## src/rtl/handshake_pattern_gen_if.sv

```systemverilog
// Handshake/configuration bundle for handshake_pattern_gen.
// The master drives the burst configuration; the slave (the generator) drives the transfer outputs.
interface handshake_pattern_gen_if #(
  parameter int unsigned DATA_W = 8,
  parameter int unsigned GAP_W  = 16,
  parameter int unsigned DLY_W  = 4
) ();
  logic              start;
  logic              abort;
  logic [7:0]        burst_len;
  logic [GAP_W-1:0]  gap;
  logic [DLY_W-1:0]  ack_delay;
  logic [DATA_W-1:0] data_init;

  logic              validdata;
  logic              acknowledge;
  logic [DATA_W-1:0] data;
  logic              busy;
  logic              done;
  logic [7:0]        sent_count;

  modport master (
    output start, abort, burst_len, gap, ack_delay, data_init,
    input  validdata, acknowledge, data, busy, done, sent_count
  );

  modport slave (
    input  start, abort, burst_len, gap, ack_delay, data_init,
    output validdata, acknowledge, data, busy, done, sent_count
  );
endinterface

```

## src/rtl/handshake_pattern_gen.sv

```systemverilog
// Burst generator: emits burst_len valid/acknowledge transfers, each preceded by a
// programmable idle gap and held for a programmable acknowledge delay.
module handshake_pattern_gen #(
  parameter int unsigned DATA_W = 8,
  parameter int unsigned GAP_W  = 16,
  parameter int unsigned DLY_W  = 4
) (
  input logic                    clk,
  input logic                    rst,
  handshake_pattern_gen_if.slave bus
);

  typedef enum logic [1:0] {
    IDLE = 2'd0,
    GAP  = 2'd1,
    XFER = 2'd2,
    DONE = 2'd3
  } state_t;

  state_t state, state_nxt;

  logic [7:0]        len_q;
  logic [GAP_W-1:0]  gap_q;
  logic [DLY_W-1:0]  dly_q;
  logic [GAP_W-1:0]  gap_cnt;
  logic [DLY_W-1:0]  dly_cnt;
  logic [DATA_W-1:0] data_q;
  logic [7:0]        sent_q;

  logic              cfg_load;
  logic              gap_load;
  logic              gap_dec;
  logic              dly_load;
  logic              dly_dec;
  logic              ack_fire;
  logic [GAP_W-1:0]  gap_src;
  logic [DLY_W-1:0]  dly_src;
  logic              last_xfer;

  assign last_xfer = ((sent_q + 8'd1) == len_q);

  always_ff @(posedge clk) begin
    if (rst) state <= IDLE;
    else     state <= state_nxt;
  end

  // On the start cycle the latched config is not yet valid, so counters load from the bus.
  always_comb begin
    state_nxt = state;
    cfg_load  = 1'b0;
    gap_load  = 1'b0;
    gap_dec   = 1'b0;
    dly_load  = 1'b0;
    dly_dec   = 1'b0;
    ack_fire  = 1'b0;
    gap_src   = gap_q;
    dly_src   = dly_q;

    case (state)
      IDLE: begin
        if (bus.start) begin
          cfg_load = 1'b1;
          if (bus.burst_len == 8'd0) begin
            state_nxt = DONE;
          end else if (bus.gap == '0) begin
            state_nxt = XFER;
            dly_load  = 1'b1;
            dly_src   = bus.ack_delay;
          end else begin
            state_nxt = GAP;
            gap_load  = 1'b1;
            gap_src   = bus.gap;
          end
        end
      end

      GAP: begin
        if (bus.abort) begin
          state_nxt = IDLE;
        end else if (gap_cnt == GAP_W'(1)) begin
          state_nxt = XFER;
          dly_load  = 1'b1;
        end else begin
          gap_dec = 1'b1;
        end
      end

      XFER: begin
        if (bus.abort) begin
          state_nxt = IDLE;
        end else if (dly_cnt == '0) begin
          ack_fire = 1'b1;
          if (last_xfer) begin
            state_nxt = DONE;
          end else if (gap_q == '0) begin
            state_nxt = XFER;
            dly_load  = 1'b1;
          end else begin
            state_nxt = GAP;
            gap_load  = 1'b1;
          end
        end else begin
          dly_dec = 1'b1;
        end
      end

      DONE: begin
        state_nxt = IDLE;
      end

      default: begin
        state_nxt = IDLE;
      end
    endcase
  end

  always_ff @(posedge clk) begin
    if (rst) begin
      len_q   <= '0;
      gap_q   <= '0;
      dly_q   <= '0;
      gap_cnt <= '0;
      dly_cnt <= '0;
      data_q  <= '0;
      sent_q  <= '0;
    end else begin
      if (cfg_load) begin
        len_q  <= bus.burst_len;
        gap_q  <= bus.gap;
        dly_q  <= bus.ack_delay;
        data_q <= bus.data_init;
        sent_q <= '0;
      end

      if (gap_load)     gap_cnt <= gap_src;
      else if (gap_dec) gap_cnt <= gap_cnt - GAP_W'(1);

      if (dly_load)     dly_cnt <= dly_src;
      else if (dly_dec) dly_cnt <= dly_cnt - DLY_W'(1);

      if (ack_fire) begin
        sent_q <= sent_q + 8'd1;
        data_q <= data_q + DATA_W'(1);
      end
    end
  end

  assign bus.validdata   = (state == XFER);
  assign bus.acknowledge = (state == XFER) && (dly_cnt == '0);
  assign bus.busy        = (state == GAP) || (state == XFER);
  assign bus.done        = (state == DONE);
  assign bus.data        = data_q;
  assign bus.sent_count  = sent_q;

  a_gap_nonzero: assert property (@(posedge clk) disable iff (rst)
    (state == GAP) |-> (gap_cnt != '0));

  a_count_bounded: assert property (@(posedge clk) disable iff (rst)
    sent_q <= len_q);

endmodule
```

## src/flat_wrapper.sv

```systemverilog
// flat-port wrapper written by rule: the top's interface ports become plain ports
module handshake_pattern_gen_flat 
#(
  parameter int unsigned DATA_W = 8,
  parameter int unsigned GAP_W  = 16,
  parameter int unsigned DLY_W  = 4
)
  (clk, rst, bus_start, bus_abort, bus_burst_len, bus_gap, bus_ack_delay, bus_data_init, bus_validdata, bus_acknowledge, bus_data, bus_busy, bus_done, bus_sent_count);
  handshake_pattern_gen_if #(.DATA_W(DATA_W), .GAP_W(GAP_W), .DLY_W(DLY_W)) bus_i ();
  input logic clk;
  input logic rst;
  input wire logic [$bits(bus_i.start)-1:0] bus_start;
  input wire logic [$bits(bus_i.abort)-1:0] bus_abort;
  input wire logic [$bits(bus_i.burst_len)-1:0] bus_burst_len;
  input wire logic [$bits(bus_i.gap)-1:0] bus_gap;
  input wire logic [$bits(bus_i.ack_delay)-1:0] bus_ack_delay;
  input wire logic [$bits(bus_i.data_init)-1:0] bus_data_init;
  output wire logic [$bits(bus_i.validdata)-1:0] bus_validdata;
  output wire logic [$bits(bus_i.acknowledge)-1:0] bus_acknowledge;
  output wire logic [$bits(bus_i.data)-1:0] bus_data;
  output wire logic [$bits(bus_i.busy)-1:0] bus_busy;
  output wire logic [$bits(bus_i.done)-1:0] bus_done;
  output wire logic [$bits(bus_i.sent_count)-1:0] bus_sent_count;
  assign bus_i.start = bus_start;
  assign bus_i.abort = bus_abort;
  assign bus_i.burst_len = bus_burst_len;
  assign bus_i.gap = bus_gap;
  assign bus_i.ack_delay = bus_ack_delay;
  assign bus_i.data_init = bus_data_init;
  assign bus_validdata = bus_i.validdata;
  assign bus_acknowledge = bus_i.acknowledge;
  assign bus_data = bus_i.data;
  assign bus_busy = bus_i.busy;
  assign bus_done = bus_i.done;
  assign bus_sent_count = bus_i.sent_count;
  handshake_pattern_gen #(.DATA_W(DATA_W), .GAP_W(GAP_W), .DLY_W(DLY_W)) u_core (.clk(clk), .rst(rst), .bus(bus_i));
endmodule
```

## config.mk

```make
export PLATFORM = sky130hd
export DESIGN_NAME = handshake_pattern_gen_flat
export DESIGN_NICKNAME = d
export VERILOG_FILES = /design/src/rtl/handshake_pattern_gen_if.sv /design/src/rtl/handshake_pattern_gen.sv /design/src/flat_wrapper.sv
export SDC_FILE = /design/constraint.sdc
export NUM_CORES = 1
export LEC_CHECK = 0
export CAP_MARGIN = 20
export CORE_UTILIZATION = 55
export CTS_BUF_LIST = sky130_fd_sc_hd__clkbuf_8 sky130_fd_sc_hd__clkbuf_16
export CTS_CLUSTER_DIAMETER = 30
export DETAILED_ROUTE_END_ITERATION = 8
export GPL_ROUTABILITY_DRIVEN = 0
export PLACE_DENSITY = 0.85
export SLEW_MARGIN = 20
export SYNTH_ARGS = -nofsm -noshare
export SYNTH_HDL_FRONTEND = slang
export SYNTH_SLANG_ARGS = --single-unit
```

## constraint.sdc

```tcl
create_clock -name clk -period 6.31 [get_ports clk]
set_input_delay 1.262 -clock clk [delete_from_list [all_inputs] [get_ports clk]]
set_output_delay 1.262 -clock clk [all_outputs]
set_load 0.005 [all_outputs]
```

==> results_dict.tcl, run 1 <==
set metrics [dict create \
    outcome "finished, final reports clean" \
    finalCriticalPeriod_ns 3.42 \
    clk_pin_slew_ns 0.07 \
    p_per_area_nw_per_um2 282 \
    synthTopCellsByArea "dfxtp_1 (36%), nand2_1 (9.9%), a21oi_1 (6.3%), xor2_1 (4.6%), mux2i_1 (3.8%)" \
    grt_start_max_net_pins 53 \
    cp-end-kind "output pin" \
    die-height_um 83.5 \
    fmax_ghz 0.293 \
    grtUsageTotal_pct 26.5 \
    synth_ff_type "dfxtp_1" \
    p_comb_share_pct 33.0 \
    drc 0 \
    start_util_pct 57.2 \
    grt.overflow.total 0 \
    dr.pass1.iters 5 \
    start_kind "flop" \
    cts_setup_buffers 0 \
    grt_pass1_vias 3222 \
    max_cap_viol_count 0 \
    fin_tns_setup_ns 0 \
    rsz0062_at_grt "false" \
    num_vias 3540 \
    hold_viol_final 0 \
    cp_max_fo 5 \
    synthCells 462 \
    ios 60 \
    pwr-share-clk_pct 24.3 \
    setup_viol 0 \
    crit_required_ns 5.05 \
    post_cts_resize_count 0 \
    grt_pass1_wl_mm 14.9 \
    slew_viol_final 0 \
    routed_wirelength_mm 9.11 \
    clk_path_buf_depth 2 \
    dp_slack_ns 2.42 \
    p_sw_share_pct 36.2 \
    cts_tree "done" \
    yosysTopAreaCell "dfxtp_1" \
    post_drt_wl_per_cell_um 15.4 \
    synthXorXnorAreaFrac_pct 6.47 \
    clock_sinks 66 \
    slew_headroom_pct 35.3 \
    synthSimpleGateAreaFrac_pct 27.6 \
    syn2layout_area_growth_pct 20.8 \
    worst_skew_pair.late_latency_ns 0.35 \
    ys_seq_elements 66 \
    cts_buffers 9 \
    post-route-period-util_pct 54.2 \
    muxShareOfSynthArea_pct 5.37 \
    antenna_left 0 \
    ctsHtreeMaxLevel 3 \
    dp_hpwl_mm 6.29 \
    portBuffers 59 \
    synth_most_common_cell "nand2_1" \
    rows 29 \
    insertedDiodeCount 0 \
    yosysWarnings 0 \
    synth-adder-area-share_pct 3.42 \
    synth_nets 512 \
    synth_compound_area_share_pct 17.6 \
    worst_slack_ns 2.89 \
    switchingPower_uw 451 \
    die_w_um 83.5 \
    synth-edff-count 0 \
    hold_buffers 0 \
    hp-class "flop to flop" \
    core_area_um2 6390 \
    p_leak_uw 0.00175 \
    worstMarginPinSlew_ns 0.971 \
    seq_power_share_pct 42.6 \
    async_flop_share_pct 0 \
    viasPerCell 5.98 \
    skew_ns 0.00622 \
    die_area_um2 6970 \
    worstPathArrival_ns 2.16 \
    drtIter0Drc 253 \
    cts_root_buf "clkbuf_8" \
    worst-setup-path-type "flop to output pin" \
    yosysSeqAreaShare_pct 36.2 \
    ys_top_cells_by_count "nand2_1 (96), dfxtp_1 (66), a21oi_1 (46), nor2_1 (24), o21ai_0 (23)" \
    syn_avg_cell_area_um2 7.91 \
    fin_nets 562 \
    ys_types 54 \
    netlist.area_leader.share_pct 36.2 \
    synth_top_family_by_area "simple AND/OR/NAND/NOR gates" \
    p_int_uw 795 \
    syn-cell-area_um2 3650 \
    final_layout_size_suffix_gt1_share_pct 6.99 \
    grt_antenna_before_repair 0 \
    vdd_drop_max_uv 159 \
]
-- power by group through the flow --
stage | Clock [µW] | Sequential, µW | Combinational (µW)
detailed placement | 0 | 538 | 401
finish | 303 | 531 | 412
global route | 321 | 539 | 454
CTS | 302 | 529 | 406
floorplan | 0 | 526 | 282
global placement | 0 | 535 | 389
-- kinds of logic (layout without fill, tap and decap cells) --
| logic type | Yosys count | after routing |
|---|---|---|
| AND/OR/NAND/NOR | 205 | 205 |
| AO/OA/AOI/OAI | 105 | 105 |
| flip-flops | 66 | 66 |
| buffers and inverters | 30 | 83 |
| XOR/XNOR | 27 | 27 |
| multiplexers | 19 | 19 |
| adder cells (fa/ha/maj) | 10 | 10 |
-- layer usage --
metal / routed length, µm / vias up / share of wire [%] / GRT usage, %
met2: 4390 / 145 / 48 / 45.1
met3: 540 / 19 / 5.9 / 4.35
li1: - / 1734 / - / -
met5: 0 / - / 0 / 0
met4: 163 / 0 / 1.8 / 10.3
met1: 4010 / 1642 / 44 / 33.8
-- stage by stage --
stage	total power, µW	cells	hold WS [ns]	cell area (µm²)	utilization (%)
finish	1250	592	0.456	4420	69.1
global route	1310	592	0.481	4420	69.1
CTS	1240	591	0.457	4410	69.0
detailed placement	940	577	0.447	4250	66.5
global placement	925	577	0.444	4250	66.5
floorplan	808	462	0.433	3650	-
-- layout make-up --
cell class	instances	area (µm²)
Multi-Input combinational cell	366	2210
Sequential cell	66	1320
Timing Repair Buffer	61	601
Fill cell	533	1970
Clock inverter	4	20.0
Clock buffer	10	138
Tap cell	77	96.3
Inverter	8	30.0
-- critical path, cell delays in order, from the launching register on --
cell	delay, ns
dfxtp_1	0.33
inv_1	0.08
ha_1	0.14
nor3b_1	0.56
and2_1	0.21
clkdlybuf4s50_1	0.49
-- cell usage in the layout (no fill, tap or decap), drive strengths merged, types with 2 or more instances in the layout --
cell type,count
clkbuf,10
xnor2,8
inv,8
and2,6
a311oi,3
nor3b,5
nand3,12
a221oi,5
nor2b,5
o21ai,31
a21oi,46
xor2,19
ha,10
nor3,15
nand2,96
and3,4
nor4,20
buf,3
or3,2
a211oi,5
nor2,25
mux2i,14
mux2,5
clkinv,4
clkdlybuf4s50,58
o211ai,4
or2,2
nand4,4
and4,2
nand2b,4
dfxtp,66
a31oi,2
-- sequential cells by signal (all words and copies together) (netlist names) --
register / flops
u_core.bus.data: 8
u_core.bus.sent_count: 8
u_core.dly_cnt: 4
u_core.dly_q: 4
u_core.gap_cnt: 16
u_core.gap_q: 16
u_core.len_q: 8
u_core.state: 2
-- path summary, 6_finish.rpt --
check / from / endpoint / slack (ns) / cells after the start
worst max-delay path: u_core.dly_cnt[0] / bus_acknowledge / 2.89 / 5
worst max register to register: u_core.bus.sent_count[0] / u_core.gap_cnt[3] / 3.28 / 8
worst min-delay path: u_core.dly_q[1] / u_core.dly_q[1] / 0.46 / 2
worst min register to register: u_core.dly_q[1] / u_core.dly_q[1] / 0.46 / 2
No activity file was read; power rests on OpenSTA's default activity.
==> run 2: changes to the inputs <==
--- a/config.mk
+++ b/config.mk
@@ -6,12 +6,12 @@
 export NUM_CORES = 1
 export LEC_CHECK = 0
 export CAP_MARGIN = 20
-export CORE_UTILIZATION = 55
+export CORE_UTILIZATION = 48
 export CTS_BUF_LIST = sky130_fd_sc_hd__clkbuf_8 sky130_fd_sc_hd__clkbuf_16
 export CTS_CLUSTER_DIAMETER = 30
 export DETAILED_ROUTE_END_ITERATION = 8
 export GPL_ROUTABILITY_DRIVEN = 0
-export PLACE_DENSITY = 0.85
+export PLACE_DENSITY = 0.79
 export SLEW_MARGIN = 20
 export SYNTH_ARGS = -nofsm -noshare
 export SYNTH_HDL_FRONTEND = slang
==> constraint.sdc (replaced) <==
create_clock -name clk -period 2.9 [get_ports clk]
set_input_delay 0.58 -clock clk [delete_from_list [all_inputs] [get_ports clk]]
set_output_delay 0.58 -clock clk [all_outputs]
set_load 0.005 [all_outputs]
==> run 2 against run 1 <==
- sequential cell count stayed put
- power is 120% higher
- via count hardly changed
- register-to-register slack worse by 3.1 ns
- die area is 14% higher
- setup slack worse by 2.7 ns
- first-iteration DRC count is 18% lower
- wire length is 2.9% higher
- hold slack better by 0.0021 ns
- global-route usage is 0.99 points lower
- highest routed layer unchanged
==> results_dict.tcl, run 2 (synthesis results as in run 1) <==
set metrics [dict create \
    grt_pass1_vias 3382 \
    viasPerCell 5.69 \
    max_cap_viol_count 0 \
    antenna_left 0 \
    dp_hpwl_mm 6.73 \
    clk_path_buf_depth 2 \
    final_cell_mix "nand2_1 (96), dfxtp_1 (66), clkdlybuf4s50_1 (58), a21oi_1 (46)" \
    cts_setup_buffers 0 \
    fmax_ghz 0.371 \
    routed_wirelength_mm 9.37 \
    slew_headroom_pct 50.2 \
    cts_buffers 9 \
    start_util_pct 50.1 \
    grt_start_max_net_pins 52 \
    grt_antenna_before_repair 1 \
    fin_tns_setup_ns 0 \
    slew_viol_final 0 \
    final_area_um2 4520 \
    pwr-share-clk_pct 24.6 \
    placed_cell_area_um2 4360 \
    final_layout_size_suffix_gt1_share_pct 8.21 \
    hold_buffers 0 \
    post-route-period-util_pct 93.0 \
    cp-end-kind "flop" \
    syn2layout_area_growth_pct 23.7 \
    p_sw_share_pct 35.6 \
    num_vias 3543 \
    switchingPower_uw 977 \
    fin_nets 572 \
    post_cts_resize_count 0 \
    post_drt_wl_per_cell_um 15.0 \
    vdd_drop_max_uv 238 \
    ios 60 \
    p_comb_share_pct 33.2 \
    skew_ns 0.00691 \
    worstMarginPinSlew_ns 0.743 \
    grt_pass1_wl_mm 15.5 \
    clock_sinks 66 \
    worst_skew_pair.late_latency_ns 0.35 \
    seq_power_share_pct 42.2 \
    insertedDiodeCount 0 \
    dr.pass1.iters 5 \
    worstPathArrival_ns 2.92 \
    cts_tree "done" \
    worst-setup-path-type "flop to flop" \
    outcome "finished, final reports clean" \
    portBuffers 59 \
    ctsHtreeMaxLevel 3 \
    finalCriticalPeriod_ns 2.70 \
    die_area_um2 7970 \
    clk_pin_slew_ns 0.07 \
    rsz0062_at_grt "false" \
    die_w_um 89.3 \
    p_int_uw 1760 \
    core_area_um2 7290 \
    top_regs "u_core.gap_cnt (16), u_core.gap_q (16)" \
    fill_cells 665 \
    start_kind "flop" \
    grtUsageTotal_pct 25.5 \
    rows 31 \
    hp-class "flop to flop" \
    final_common_cell "nand2_1" \
    p_per_area_nw_per_um2 607 \
    drtIter0Drc 207 \
    p_leak_uw 0.00180 \
    cp_max_fo 17 \
    grt.overflow.total 0 \
    die-height_um 89.3 \
    setup_viol 0 \
    cts_root_buf "clkbuf_8" \
    total_power_uw 2740 \
    drc 0 \
    crit_required_ns 3.13 \
    hold_viol_final 0 \
]
==> run 2: worst paths after layout <==
check	start	to	slack (ns)	cells after the start
worst max-delay path	u_core.bus.sent_count[1]	u_core.gap_cnt[3]	0.20	8
worst min-delay path	u_core.dly_q[2]	u_core.dly_q[2]	0.46	2
worst max register to register	u_core.bus.sent_count[1]	u_core.gap_cnt[3]	0.20	8
worst min register to register	u_core.dly_q[2]	u_core.dly_q[2]	0.46	2
==> run 2: power groups by stage <==
stage	registers, µW	logic, µW	clock network (µW)
after floorplan	1140	614	0
after global placement	1170	871	0
after detailed placement	1170	896	0
after CTS	1150	904	681
after global routing	1170	1020	723
final	1160	911	673
==> run 2: per-layer routing <==
metal	share of wire (%)	vias to the layer above	global-route usage, %
li1	-	1754	-
met1	44	1654	32.6
met2	48	118	43.0
met3	6.0	17	4.52
met4	1.7	0	9.96
met5	0	-	0
==> run 2: layout make-up <==
type                    count  area [µm²]  area share [%]
clock inverters             2        7.51           0.166
flip-flops and latches     66        1320            29.2
well taps                  99         124            2.74
repair buffers             71         676            15.0
clock buffers              11         151            3.35
multi-input cells         366        2210            48.9
inverters                   8        30.0           0.664
==> run 2: per-stage QoR <==
| step | utilization (%) | hold WS, ns | std cells | setup slack (ns) |
|---|---|---|---|---|
| floorplan | - | 0.433 | 462 | 0.450 |
| global placement | 59.8 | 0.440 | 610 | 0.0831 |
| detailed placement | 59.8 | 0.447 | 610 | 0.0810 |
| CTS | 61.9 | 0.458 | 623 | 0.266 |
| global route | 62.0 | 0.488 | 623 | 0.0281 |
| finish | 62.0 | 0.458 | 623 | 0.204 |
==> run 2: worst max-delay path, cell delays in order, from the launching register on <==
cell and delay (ns):
dfxtp_1 0.43, ha_1 0.22, nand3_1 0.14, xnor2_1 0.18
nor4_2 0.32, nand4_2 0.22, o211ai_4 0.65, mux2i_1 0.30
o21ai_0 0.10
==> run 3: changes to the inputs <==
--- a/config.mk
+++ b/config.mk
@@ -5,13 +5,16 @@
 export SDC_FILE = /design/constraint.sdc
 export NUM_CORES = 1
 export LEC_CHECK = 0
+export ABC_CLOCK_PERIOD_IN_PS = 2900
 export CAP_MARGIN = 20
+export CORE_ASPECT_RATIO = 1.1
 export CORE_UTILIZATION = 48
 export CTS_BUF_LIST = sky130_fd_sc_hd__clkbuf_8 sky130_fd_sc_hd__clkbuf_16
 export CTS_CLUSTER_DIAMETER = 30
 export DETAILED_ROUTE_END_ITERATION = 8
 export GPL_ROUTABILITY_DRIVEN = 0
 export PLACE_DENSITY = 0.79
+export SKIP_LAST_GASP = 1
 export SLEW_MARGIN = 20
 export SYNTH_ARGS = -nofsm -noshare
 export SYNTH_HDL_FRONTEND = slang
==> run 3 against run 2 <==
- die area is essentially flat
- first-iteration DRC count grew 5.3%
- core utilization shrank 0.29 points
- largest cell class unchanged
- non-clock buffer count grew 1
- hold slack gained 0.0043 ns
- critical path type is now input port to flop
- critical endpoint is now u_core.dly_cnt[1]
- fmax grew 6.2%
- via count is essentially flat
- register-to-register slack gained 0.30 ns
- sequential power is essentially flat
==> results_dict.tcl, run 3 (synthesis results as in run 1) <==
set metrics [dict create \
    worst_skew_pair.late_latency_ns 0.35 \
    rows 33 \
    slew_viol_final 0 \
    num_vias 3540 \
    multi_input_area_um2 2210 \
    die-height_um 93.5 \
    cts_tree "done" \
    dr.pass1.iters 5 \
    clk_pin_slew_ns 0.07 \
    p_leak_uw 0.00183 \
    antenna_left 0 \
    grt_antenna_before_repair 0 \
    die_area_um2 7970 \
    timing.hold.ws_ns 0.462 \
    drc 0 \
    clock_sinks 66 \
    grt_pass1_wl_mm 15.4 \
    finalCriticalPeriod_ns 2.54 \
    worst-setup-path-type "input port to flop" \
    start_util_pct 49.2 \
    fin_tns_setup_ns 0 \
    routed_wirelength_mm 9.19 \
    fin_nets 573 \
    syn2layout_area_growth_pct 25.4 \
    slew_headroom_pct 54.4 \
    final_common_cell "nand2_1" \
    post-route-period-util_pct 87.5 \
    setup_viol 0 \
    final_area_um2 4580 \
    final_layout_size_suffix_gt1_share_pct 9.09 \
    cts_root_buf "clkbuf_8" \
    core_area_um2 7430 \
    die_w_um 85.2 \
    drtIter0Drc 218 \
    worstPathArrival_ns 2.78 \
    start_kind "input port" \
    dp_hpwl_mm 6.54 \
    final_cell_mix "nand2_1 (96), dfxtp_1 (66), clkdlybuf4s50_1 (58), a21oi_1 (46)" \
    vdd_drop_max_uv 388 \
    register_area_um2 1320 \
    top_regs "u_core.gap_cnt (16), u_core.gap_q (16)" \
    insertedDiodeCount 0 \
    portBuffers 59 \
    placed_cell_area_um2 4360 \
    cp_max_fo 5 \
    outcome "finished, final reports clean" \
    cts_setup_buffers 0 \
    grtUsageTotal_pct 24.4 \
    fmax_ghz 0.394 \
    hold_buffers 0 \
    post_cts_resize_count 0 \
    ios 60 \
    crit_required_ns 3.14 \
    ctsHtreeMaxLevel 3 \
    rsz0062_at_grt "false" \
    skew_ns 0.0105 \
    cp-end-kind "flop" \
    cts_buffers 9 \
    clk_path_buf_depth 2 \
    hp-class "flop to flop" \
    total_power_uw 2920 \
    grt_start_max_net_pins 52 \
    grt_pass1_vias 3320 \
    fill_cells 645 \
    worstMarginPinSlew_ns 0.683 \
    post_drt_wl_per_cell_um 14.9 \
    max_cap_viol_count 0 \
    p_per_area_nw_per_um2 637 \
    grt.overflow.total 0 \
    viasPerCell 5.76 \
    hold_viol_final 0 \
]
-- run 3: cell count changes in the layout (fill, tap and decap cells not counted) --
cell and change:
clkbuf_8 -1, clkinv_2 +2, inv_1 -1, clkinvlp_4 +1, buf_12 +1, bufinv_16 +2
-- run 3: layer usage --
| metal | GRT usage (%) | share of wire, % |
|---|---|---|
| met4 | 5.93 | 0.71 |
| met2 | 42.1 | 50 |
| met5 | 0 | 0 |
| met3 | 5.83 | 5.4 |
| met1 | 30.5 | 44 |
-- run 3: final timing paths --
path                                   startpoint                 to  slack, ns  depth (start not counted)
worst max-delay path                   bus_gap[8]  u_core.dly_cnt[1]       0.36                          7
worst min-delay path              u_core.dly_q[2]    u_core.dly_q[2]       0.46                          2
worst max register to register  u_core.gap_cnt[2]  u_core.dly_cnt[1]       0.50                          7
worst min register to register    u_core.dly_q[2]    u_core.dly_q[2]       0.46                          2
-- run 3: report_power, final --
part	switching [µW]	internal, µW	leakage [µW]
logic	516	400	0.00118
clock network	350	501	0.000113
registers	122	1030	0.000540
total	987	1930	0.00183
-- run 3: worst max-delay path, stage by stage --
cell and delay (ns):
clkdlybuf4s50_1 0.45, nor4_1 0.52, nand4_1 0.18, or3_1 0.46
a21o_1 0.25, and2_4 0.17, o21a_1 0.18
-- run 3: metrics by stage --
step,util [%],std cells,setup WS (ns)
3_5_place_dp,58.7,599,0.0492
4_1_cts,61.6,615,0.418
5_1_grt,61.7,615,0.254
2_1_floorplan,-,462,0.450
6_report,61.7,615,0.362
3_3_place_gp,58.7,599,0.0775
-- run 3: cell type report --
cell class                 count  area share (%)
clock inverter                 6            1.77
clock buffer                  10            3.00
inverter                       8           0.655
multi-input combinational    366            48.2
timing repair buffer          72            15.2
tap                           87            2.37
sequential                    66            28.8
==> edit 1: new RTL, config.mk and constraints of run 2 <==
Encoding of `state_t`: now one-hot (4 bits for 4 states).
--- a/src/rtl/handshake_pattern_gen.sv
+++ b/src/rtl/handshake_pattern_gen.sv
@@ -10,11 +10,11 @@
   handshake_pattern_gen_if.slave bus
 );
 
-  typedef enum logic [1:0] {
-    IDLE = 2'd0,
-    GAP  = 2'd1,
-    XFER = 2'd2,
-    DONE = 2'd3
+  typedef enum logic [3:0] {
+    IDLE = 4'b0001,
+    GAP  = 4'b0010,
+    XFER = 4'b0100,
+    DONE = 4'b1000
   } state_t;
 
   state_t state, state_nxt;
Check against the original RTL: same outputs for any inputs over 10 cycles, from zero or initial values and one cycle with rst high; not proved beyond that.
==> edit 1 against run 2 <==
The run now ends with design-rule violations left; total power down 19%; global-route usage up 0.38 points; worst hold slack better by 0.0015 ns; area after synthesis up 2.8%; setup slack worse by 0.11 ns; maximum frequency down 3.9%; sequential cell count up 2; wire length up 15%; final area up 6.3%; via count up 10%; critical path depth unchanged; final cell count up 3.9%; first-iteration DRC count up 100%; largest power group unchanged.
==> edit 1: results <==
[cells_and_area]
multi_input_area_sq_mm = 0.00228
clock_cell_area_share_pct = 3.52
nNetsFinal = 590
layout.cells.non_filler = 647
fillers = 613
nonClkBufAreaFrac_pct = 17.4
signal_buffers = 91
seqCellArea_sq_mm = 0.00137
inverters = 7
num-multi-input-gates = 367

[logic_synthesis]
synthTopCellsByArea = dfxtp_1, a21oi_1, nand2_1
synth.distinct_cells = 59
synth_xor_area_share_pct = 5.13
seq_area_frac_synth_pct = 36.2
synth_fp_nets = 516
synthCells = 470
synth_compound_area_share_pct = 22.4

[grt]
antenna_found_initial = 0
grt_max_degree = 40
grt.met1_usage_pct = 34.8
gr-usage-met2_pct = 41.2

[detailed_routing]
wl_met1_um = 4850
drtPass1Iterations = 7
vias = 3906
drtIter0Drc = 417
drt_wl_total_um = 10700
drc_errors = 2
wl_met3_um = 651
wl_met2_um = 4990

[power]
ir_worst_vdd_mv = 0.239
powerDensity_mw_per_mm2 = 459
intPower_uw = 1550
power.leakage_uw = 0.00172

[placed_design]
dp_slack_ns = 0.0358
placedCellCount = 624

[worst_setup_path]
cp.arrival_ns = 3.07
critPathMaxFanout = 5
ff2ff_setup_slack_ns = 0.09

[run_status]
status = finished, violations left
violations = design-rule violations

[clock_tree]
cts_sinks = 68

[worst_hold_path]
min_from = u_core.dly_q[0]$_SDFFE_PP0P_

[timing]
hold_ws_ns = 0.459
relSlewSlack_pct = 58.5
fin_crit_sh_pct = 96.8
==> edit 1: cell count changes after synthesis, sizes merged, moves of 6 or more <==
cell,delta
nand2,-30
a21oi,+13
o21ai,-13
nand3b,+12
xor2,-11
o31ai,+10
mux2i,-9
nand4,+7
buf,+6
nor4,-6
xnor2,+6
==> edit 1: power by group through the flow <==
stage | clock (uW) | sequential, uW | combinational (uW)
after floorplan | 0 | 1060 | 270
after global placement | 0 | 1070 | 422
after detailed placement | 0 | 1070 | 430
after CTS | 692 | 1050 | 434
after global routing | 735 | 1060 | 500
final | 692 | 1050 | 461
==> edit 1: worst paths after layout <==
kind / end
max: u_core.gap_cnt[7]$_SDFFE_PP0P_
min: u_core.dly_q[0]$_SDFFE_PP0P_
max reg2reg: u_core.gap_cnt[7]$_SDFFE_PP0P_
min reg2reg: u_core.dly_q[0]$_SDFFE_PP0P_
==> edit 1: what timing repair did <==
action,in CTS,in global routing
resized for setup,0,21
buffers inserted,0,8
endpoints found under the setup margin,0,22
==> edit 2: new RTL, config.mk and constraints of run 2 <==
Made on the original files. `GAP_W` is set to 16 in 3 places; all go to 24.
--- a/src/rtl/handshake_pattern_gen_if.sv
+++ b/src/rtl/handshake_pattern_gen_if.sv
@@ -2,7 +2,7 @@
 // The master drives the burst configuration; the slave (the generator) drives the transfer outputs.
 interface handshake_pattern_gen_if #(
   parameter int unsigned DATA_W = 8,
-  parameter int unsigned GAP_W  = 16,
+  parameter int unsigned GAP_W  = 24,
   parameter int unsigned DLY_W  = 4
 ) ();
   logic              start;
--- a/src/rtl/handshake_pattern_gen.sv
+++ b/src/rtl/handshake_pattern_gen.sv
@@ -2,7 +2,7 @@
 // programmable idle gap and held for a programmable acknowledge delay.
 module handshake_pattern_gen #(
   parameter int unsigned DATA_W = 8,
-  parameter int unsigned GAP_W  = 16,
+  parameter int unsigned GAP_W  = 24,
   parameter int unsigned DLY_W  = 4
 ) (
   input logic                    clk,
--- a/src/flat_wrapper.sv
+++ b/src/flat_wrapper.sv
@@ -2,7 +2,7 @@
 module handshake_pattern_gen_flat 
 #(
   parameter int unsigned DATA_W = 8,
-  parameter int unsigned GAP_W  = 16,
+  parameter int unsigned GAP_W  = 24,
   parameter int unsigned DLY_W  = 4
 )
   (clk, rst, bus_start, bus_abort, bus_burst_len, bus_gap, bus_ack_delay, bus_data_init, bus_validdata, bus_acknowledge, bus_data, bus_busy, bus_done, bus_sent_count);
Ports: changed (resized bus_gap); port bits go from 60 to 68. No check against the original RTL was run, so the function may have changed too.
==> edit 2 against run 2 <==
Sequential cell count is 16 higher; final cell count is 30% higher; clock skew is 0.0037 ns higher; die area is 29% higher; worst hold slack better by 0.0067 ns; count of clock-buffer cells in the layout is 2 lower; setup slack better by 0.0010 ns; non-clock buffer count is 23 higher; total power is 64% higher; area after synthesis is 29% higher; final area is 29% higher; wire length is 48% higher; critical endpoint is now u_core.dly_cnt[1]$_SDFFE_PP0P_; largest cell class unchanged; highest routed layer unchanged.
==> edit 2: results <==
[logic_synthesis]
syn-mean-instance-area_sq_um = 7.80
seq_area_frac_synth_pct = 34.7
synth.distinct_cells = 63

[grt]
grt_first_pass_wirelength_um = 22900
antenna_found_initial = 0
met3_usage_pct = 4.62
grt_pass1_vias = 4742
grt.met1_usage_pct = 35.8

[detailed_routing]
wl_met1_um = 5980
wl_met3_um = 764
vias = 4848
post_drt_wl_per_cell_um = 17.2
drtIter0Drc = 400

[power]
ir_worst_vdd_mv = 0.393
power.leakage_uw = 0.00209

[worst_setup_path]
cp.arrival_ns = 2.96
timing.rr.start = u_core.gap_cnt[0]$_SDFFE_PP0P_
critPathMaxFanout = 4
r2r_end = u_core.dly_cnt[3]$_SDFFE_PP0P_
cp_top_family = simple AND/OR/NAND/NOR gates
crit_path_max_incr_delay_ns = 0.58

[timing]
worst_slew_pin_slew_ns = 0.602
fin_skew_ns = 0.0106

[cells_and_area]
reg_top3 = u_core.gap_cnt: 24 flops, u_core.gap_q: 24 flops
layout-drive-gt1-share_pct = 11.5

[clock_tree]
clk_pin_slew_ns = 0.09

[placed_design]
dp_slack_ns = -0.192
hpwl_um = 9880

[run_status]
status = complete, no violations
==> edit 2: cell families after synthesis <==
| logic type | Yosys count | synth area share [%] |
|---|---|---|
| mux | 9 | 2.01 |
| buf+inv | 47 | 4.18 |
| flops | 82 | 34.7 |
| simple gates | 294 | 32.1 |
| xor+xnor | 30 | 5.85 |
| fa+ha+maj | 10 | 2.65 |
| compound gates | 134 | 18.5 |
==> edit 2: power by group <==
part / switching [uW] / total [uW] / internal (uW) / leakage, uW
Combinational: 1190 / 2060 / 865 / 0.00132
Clock: 438 / 827 / 389 / 0.0000976
Sequential: 249 / 1620 / 1370 / 0.000671
Total: 1880 / 4510 / 2620 / 0.00209
==> edit 2: cell type report <==
class | count | area (sq um)
flip-flops and latches | 82 | 1640
clock inverters | 7 | 62.6
multi-input cells | 477 | 2900
inverters | 9 | 33.8
clock buffers | 9 | 124
repair buffers | 94 | 893
well taps | 129 | 161
fillers | 860 | 3560
